<file path="config.mk">
export PLATFORM = sky130hd
export DESIGN_NAME = hazard_muldiv_ctrl
export DESIGN_NICKNAME = d
export VERILOG_FILES = /design/src/rtl/hazard_muldiv_ctrl.sv
export SDC_FILE = /design/constraint.sdc
export NUM_CORES = 1
export LEC_CHECK = 0
export CAP_MARGIN = 20
export CORE_UTILIZATION = 29
export CTS_CLUSTER_DIAMETER = 40
export CTS_CLUSTER_SIZE = 40
export DETAILED_ROUTE_END_ITERATION = 7
export GPL_ROUTABILITY_DRIVEN = 0
export SYNTH_ARGS = -nofsm -noshare
export SYNTH_HDL_FRONTEND = slang
export SYNTH_SLANG_ARGS = --single-unit
</file>
<file path="constraint.sdc">
create_clock -name clk -period 2.3 [get_ports clk]
set_clock_uncertainty 0.1 [all_clocks]
set_input_delay 0.46 -clock clk [delete_from_list [all_inputs] [get_ports clk]]
set_output_delay 0.46 -clock clk [all_outputs]
set_load 0.02 [all_outputs]
</file>
<file path="src/rtl/hazard_muldiv_ctrl.sv">
// Load-use hazard detection and scheduling of the shared iterative mul/div unit.
// Stalls PC and IF/ID and bubbles ID/EX while a HI/LO consumer waits on the busy unit.
module hazard_muldiv_ctrl #(
  parameter int unsigned MULT_CYCLES = 4,
  parameter int unsigned DIV_CYCLES  = 32
) (
  input  logic       clk,
  input  logic       rst_n,
  input  logic       memReadEX,
  input  logic [4:0] dstEX,
  input  logic [4:0] rsID,
  input  logic [4:0] rtID,
  input  logic       useRsID,
  input  logic       useRtID,
  input  logic       mdReqEX,
  input  logic [1:0] mdOpEX,
  input  logic       divisorZeroEX,
  input  logic       hiloUseID,
  output logic       stallPC,
  output logic       stallIFID,
  output logic       bubbleIDEX,
  output logic       mdStart,
  output logic [1:0] mdOp,
  output logic       mdBusy,
  output logic       hiloWe,
  output logic       divByZero
);

  typedef enum logic [1:0] {
    IDLE = 2'b00,
    BUSY = 2'b01,
    DONE = 2'b10
  } state_e;

  // The counter holds the number of BUSY cycles still to come after the current one.
  localparam logic [5:0] MULT_LOAD = 6'(MULT_CYCLES - 1);
  localparam logic [5:0] DIV_LOAD  = 6'(DIV_CYCLES - 1);

  state_e     state_q, state_d;
  logic [5:0] count_q, count_d;
  logic [1:0] md_op_q, md_op_d;
  logic       dbz_q, dbz_d;
  logic       md_start_s;
  logic       load_use_s;
  logic       md_stall_s;
  logic       stall_s;

  // Hazard detection: register 0 never carries a real dependency.
  always_comb begin
    load_use_s = memReadEX && (dstEX != 5'd0) &&
                 ((useRsID && (rsID == dstEX)) || (useRtID && (rtID == dstEX)));
    md_stall_s = hiloUseID && (state_q == BUSY);
    stall_s    = load_use_s || md_stall_s;
  end

  // Next-state logic for the mul/div sequencer; requests outside IDLE are ignored.
  always_comb begin
    state_d    = state_q;
    count_d    = count_q;
    md_op_d    = md_op_q;
    dbz_d      = dbz_q;
    md_start_s = 1'b0;
    case (state_q)
      IDLE: begin
        if (mdReqEX) begin
          md_start_s = 1'b1;
          state_d    = BUSY;
          md_op_d    = mdOpEX;
          count_d    = mdOpEX[1] ? DIV_LOAD : MULT_LOAD;
          dbz_d      = mdOpEX[1] && divisorZeroEX;
        end else begin
          state_d    = IDLE;
        end
      end
      BUSY: begin
        if (count_q == 6'd0) begin
          state_d = DONE;
        end else begin
          count_d = count_q - 6'd1;
        end
      end
      DONE: begin
        state_d = IDLE;
      end
      default: begin
        state_d = IDLE;
      end
    endcase
  end

  // Sequencer state registers.
  always_ff @(posedge clk or negedge rst_n) begin
    if (!rst_n) begin
      state_q <= IDLE;
      count_q <= 6'd0;
      md_op_q <= 2'b00;
      dbz_q   <= 1'b0;
    end else begin
      state_q <= state_d;
      count_q <= count_d;
      md_op_q <= md_op_d;
      dbz_q   <= dbz_d;
    end
  end

  assign stallPC    = stall_s;
  assign stallIFID  = stall_s;
  assign bubbleIDEX = stall_s;
  assign mdStart    = md_start_s;
  assign mdOp       = md_op_q;
  assign mdBusy     = (state_q == BUSY);
  assign hiloWe     = (state_q == DONE);
  assign divByZero  = dbz_q;

endmodule

</file>
==> impl_metrics.csv <==
group,metric,value,unit
clock_tree,cts_num_sinks,11,
logic_synthesis,synthSimpleGateAreaFrac,19.8,%
clock_tree,post-cts-setup-buffers,0,
cells_and_area,layout_commonest_cell,"clkdlybuf4s50_1",
flow_run,drv_cap,0,
detailed_routing,antenna_left,0,
worst_setup_path,reg2reg_slack,350,ps
detailed_routing,totalWireLength,1710,µm
cells_and_area,antenna_cells,0,
sta,fmax,454,MHz
logic_synthesis,yosysWarningCount,0,
logic_synthesis,synth_xor_area_share,13.7,%
outcome,status,"complete, no violations",
floorplanning,coreArea,2250,µm²
logic_synthesis,synth_area_per_cell,9.24,µm²
worst_setup_path,critical_path.max_stage_delay,470,ps
clock_tree,htree_levels,1,
global_routing,grt_pass1_wl,2810,µm
sta,fin_crit_sh,95.7,%
cells_and_area,final_nets,141,
worst_setup_path,cp_num_buf_inv,2,
worst_hold_path,hold_end,"divByZero",
sta,tightest_slew,503,ps
logic_synthesis,syn_area,702,µm²
clock_tree,tritoncts.num_buffers,3,
logic_synthesis,synthDistinctLibCells,29,
worst_setup_path,crit_required,1740,ps
sta,setup_violations,0,
worst_setup_path,crit_type,"input pin to output port",
clock_tree,cts-root-buf,"clkbuf_4",
worst_setup_path,cp.arrival,1640,ps
worst_setup_path,reg2reg_to,"count_q[0]",
worst_setup_path,endpoint_kind,"output port",
global_routing,grt_overflow,0,
cells_and_area,final_cell_mix,"clkdlybuf4s50_1, nand2_1, dfrtp_1",
worst_hold_path,hold_path.startpoint,"divByZero",
logic_synthesis,synth_top_family_by_area,"simple AND/OR/NAND/NOR gates",
sta,period_minus_slack,2200,ps
worst_setup_path,worstSetupStartpointType,"input pin",
placement,dp_hpwl,1370,µm
power_and_ir_drop,vdd_drop_max,0.454,mV
cells_and_area,regArea,275,µm²
detailed_routing,viasPerCell,4.93,
worst_setup_path,r2r_start,"count_q[0]",
logic_synthesis,synth_nets,103,
clock_tree,clockBufferDepth,2,
floorplanning,io_pins,34,
cells_and_area,drive_gt1_share,14.2,%
floorplanning,start_util,31.1,%
worst_setup_path,slowest_stage,"clkdlybuf4s50_1",
detailed_routing,drc,0,
logic_synthesis,synthAdderAreaFrac,3.57,%
floorplanning,die_x,51.2,µm
placement,port_buffers,33,
clock_tree,cts_tree,"done",
floorplanning,floorplan.rows,17,
floorplanning,die_y,51.2,µm
cells_and_area,final.fill_count,240,
logic_synthesis,syn_inst,76,
cells_and_area,final_util,49.2,%
worst_hold_path,min_path_type,"flop to flop",
worst_setup_path,reg2reg_depth,6,
global_routing,grt_max_degree,12,
clock_tree,cts_hold_buffers,0,
global_routing,antenna_found_initial,0,
worst_setup_path,cp_top_family,"buffers and inverters",
logic_synthesis,muxShareOfSynthArea,2.14,%
worst_setup_path,critical_path.max_fanout,3,
sta,fin_setup_tns,0,ps
worst_setup_path,path_cells,"clkdlybuf4s50_1 > xnor2_1 > nand2_1 > o22ai_1 > a32o_2 > buf_6",
cells_and_area,area_growth,57.9,%
global_routing,track_usage,14.4,%
clock_tree,clk_latency,260,ps
logic_synthesis,synth-seq-cells,11,
sta,rsz0062_at_grt,"no",
logic_synthesis,ys_seq_area_share,39.2,%
worst_hold_path,hold_path_depth,2,
detailed_routing,wire_per_inst,12.1,µm
cells_and_area,multiInputGateArea,389,µm²
clock_tree,clk_pin_slew,70,ps
detailed_routing,dr.pass1.iters,4,
sta,hold_viol,0,
sta,max_slew_margin,66.4,%
logic_synthesis,synth_compound_area_share,16.0,%
power_and_ir_drop,leakagePower,0.534,nW
detailed_routing,drtIter0Drc,11,
sta,drv_slew,0,
floorplanning,dieArea,2620,µm²
power_and_ir_drop,power_density,933,nW/µm²
global_routing,grt_pass1_vias,713,
detailed_routing,vias,695,
## layout make-up
class | instances | share of cell area, %
sequential | 11 | 24.8
inverter | 5 | 1.69
clock buffer | 4 | 2.37
multi-input combinational | 57 | 35.1
timing repair buffer | 36 | 32.8
tap | 28 | 3.16
## kinds of logic after synthesis
logic type,after synthesis
fa+ha+maj,2
flops,11
simple gates,28
compound gates,15
mux,1
xor+xnor,11
buf+inv,8
## tightest hold or removal path, stage by stage, from the launching register on
cell,delay (ps)
dfrtp_1,340
nand2_1,50
nand2_1,50
## stage by stage
step | instance area, µm² | instances | hold WS, ps | total power, mW | setup WS (ps)
after floorplan | 702 | 76 | 64.4 | 0.688 | 376
after global placement | 1070 | 137 | 350 | 0.898 | -515
after detailed placement | 1070 | 137 | 357 | 0.914 | -538
after CTS | 1080 | 141 | 373 | 1.03 | 26.5
after global routing | 1110 | 141 | 420 | 1.12 | 30.7
final | 1110 | 141 | 370 | 1.03 | 99.2
## registers in the layout (all words and copies together) (netlist names)
name	count
mdOp	2
state_q	2
count_q	6
divByZero	1
## metal layers
layer / global-route usage, % / part of all wire [%] / vias up
met5: 0 / 0 / -
met4: 6.94 / 1.1 / 0
met3: 2.98 / 9.9 / 4
met2: 27.9 / 49 / 47
met1: 14.3 / 40 / 309
li1: - / - / 335
## what timing repair did
item | in CTS | in global routing
endpoints found under the hold margin | 0 | 0
pin swaps | 0 | 11
setup endpoints to repair | 5 | 4
resized for setup | 25 | 12
## how the worst max path moves through the flow
stage,start,slack (ps),cells after the start,endpoint
finish,rtID[1],100,6,bubbleIDEX
global route,rtID[1],30,6,bubbleIDEX
CTS,mdReqEX,30,4,mdStart
detailed placement,dstEX[3],-540,6,bubbleIDEX
global placement,dstEX[1],-520,6,bubbleIDEX
floorplan,dstEX[0],380,5,stallIFID
## report_power, final
part | switching (mW) | total, mW | leakage, nW | internal, mW
Combinational | 0.284 | 0.554 | 0.388 | 0.270
Clock | 0.0638 | 0.131 | 0.0150 | 0.0671
Sequential | 0.0700 | 0.350 | 0.132 | 0.280
## cells in the mapped netlist
| cell type | count | area, µm² |
|---|---|---|
| nand2_1 | 11 | 41.3 |
| nor2_1 | 5 | 18.8 |
| o21a_1 | 2 | 15.0 |
| a32o_1 | 1 | 10.0 |
| buf_2 | 1 | 5.00 |
| xnor2_1 | 10 | 87.6 |
| dfrtp_1 | 11 | 275 |
| mux2_4 | 1 | 15.0 |
| o2111ai_1 | 1 | 8.76 |
| o211ai_1 | 1 | 7.51 |
| or4b_4 | 1 | 13.8 |
| buf_4 | 2 | 15.0 |
| nand4_1 | 2 | 12.5 |
| xor2_1 | 1 | 8.76 |
| o21ai_0 | 2 | 10.0 |
| ha_1 | 2 | 25.0 |
| nand3_1 | 1 | 5.00 |
| nand2_2 | 1 | 6.26 |
| inv_1 | 5 | 18.8 |
| or3b_2 | 1 | 8.76 |
| a41oi_1 | 1 | 8.76 |
| o21ai_4 | 1 | 16.3 |
| a31oi_1 | 1 | 6.26 |
| a21oi_1 | 3 | 15.0 |
| nor2b_1 | 1 | 6.26 |
| nor3_1 | 4 | 20.0 |
| o311ai_0 | 1 | 8.76 |
| nand2b_1 | 1 | 6.26 |
| o22ai_1 | 1 | 6.26 |
(Power assumes the default switching activity.)
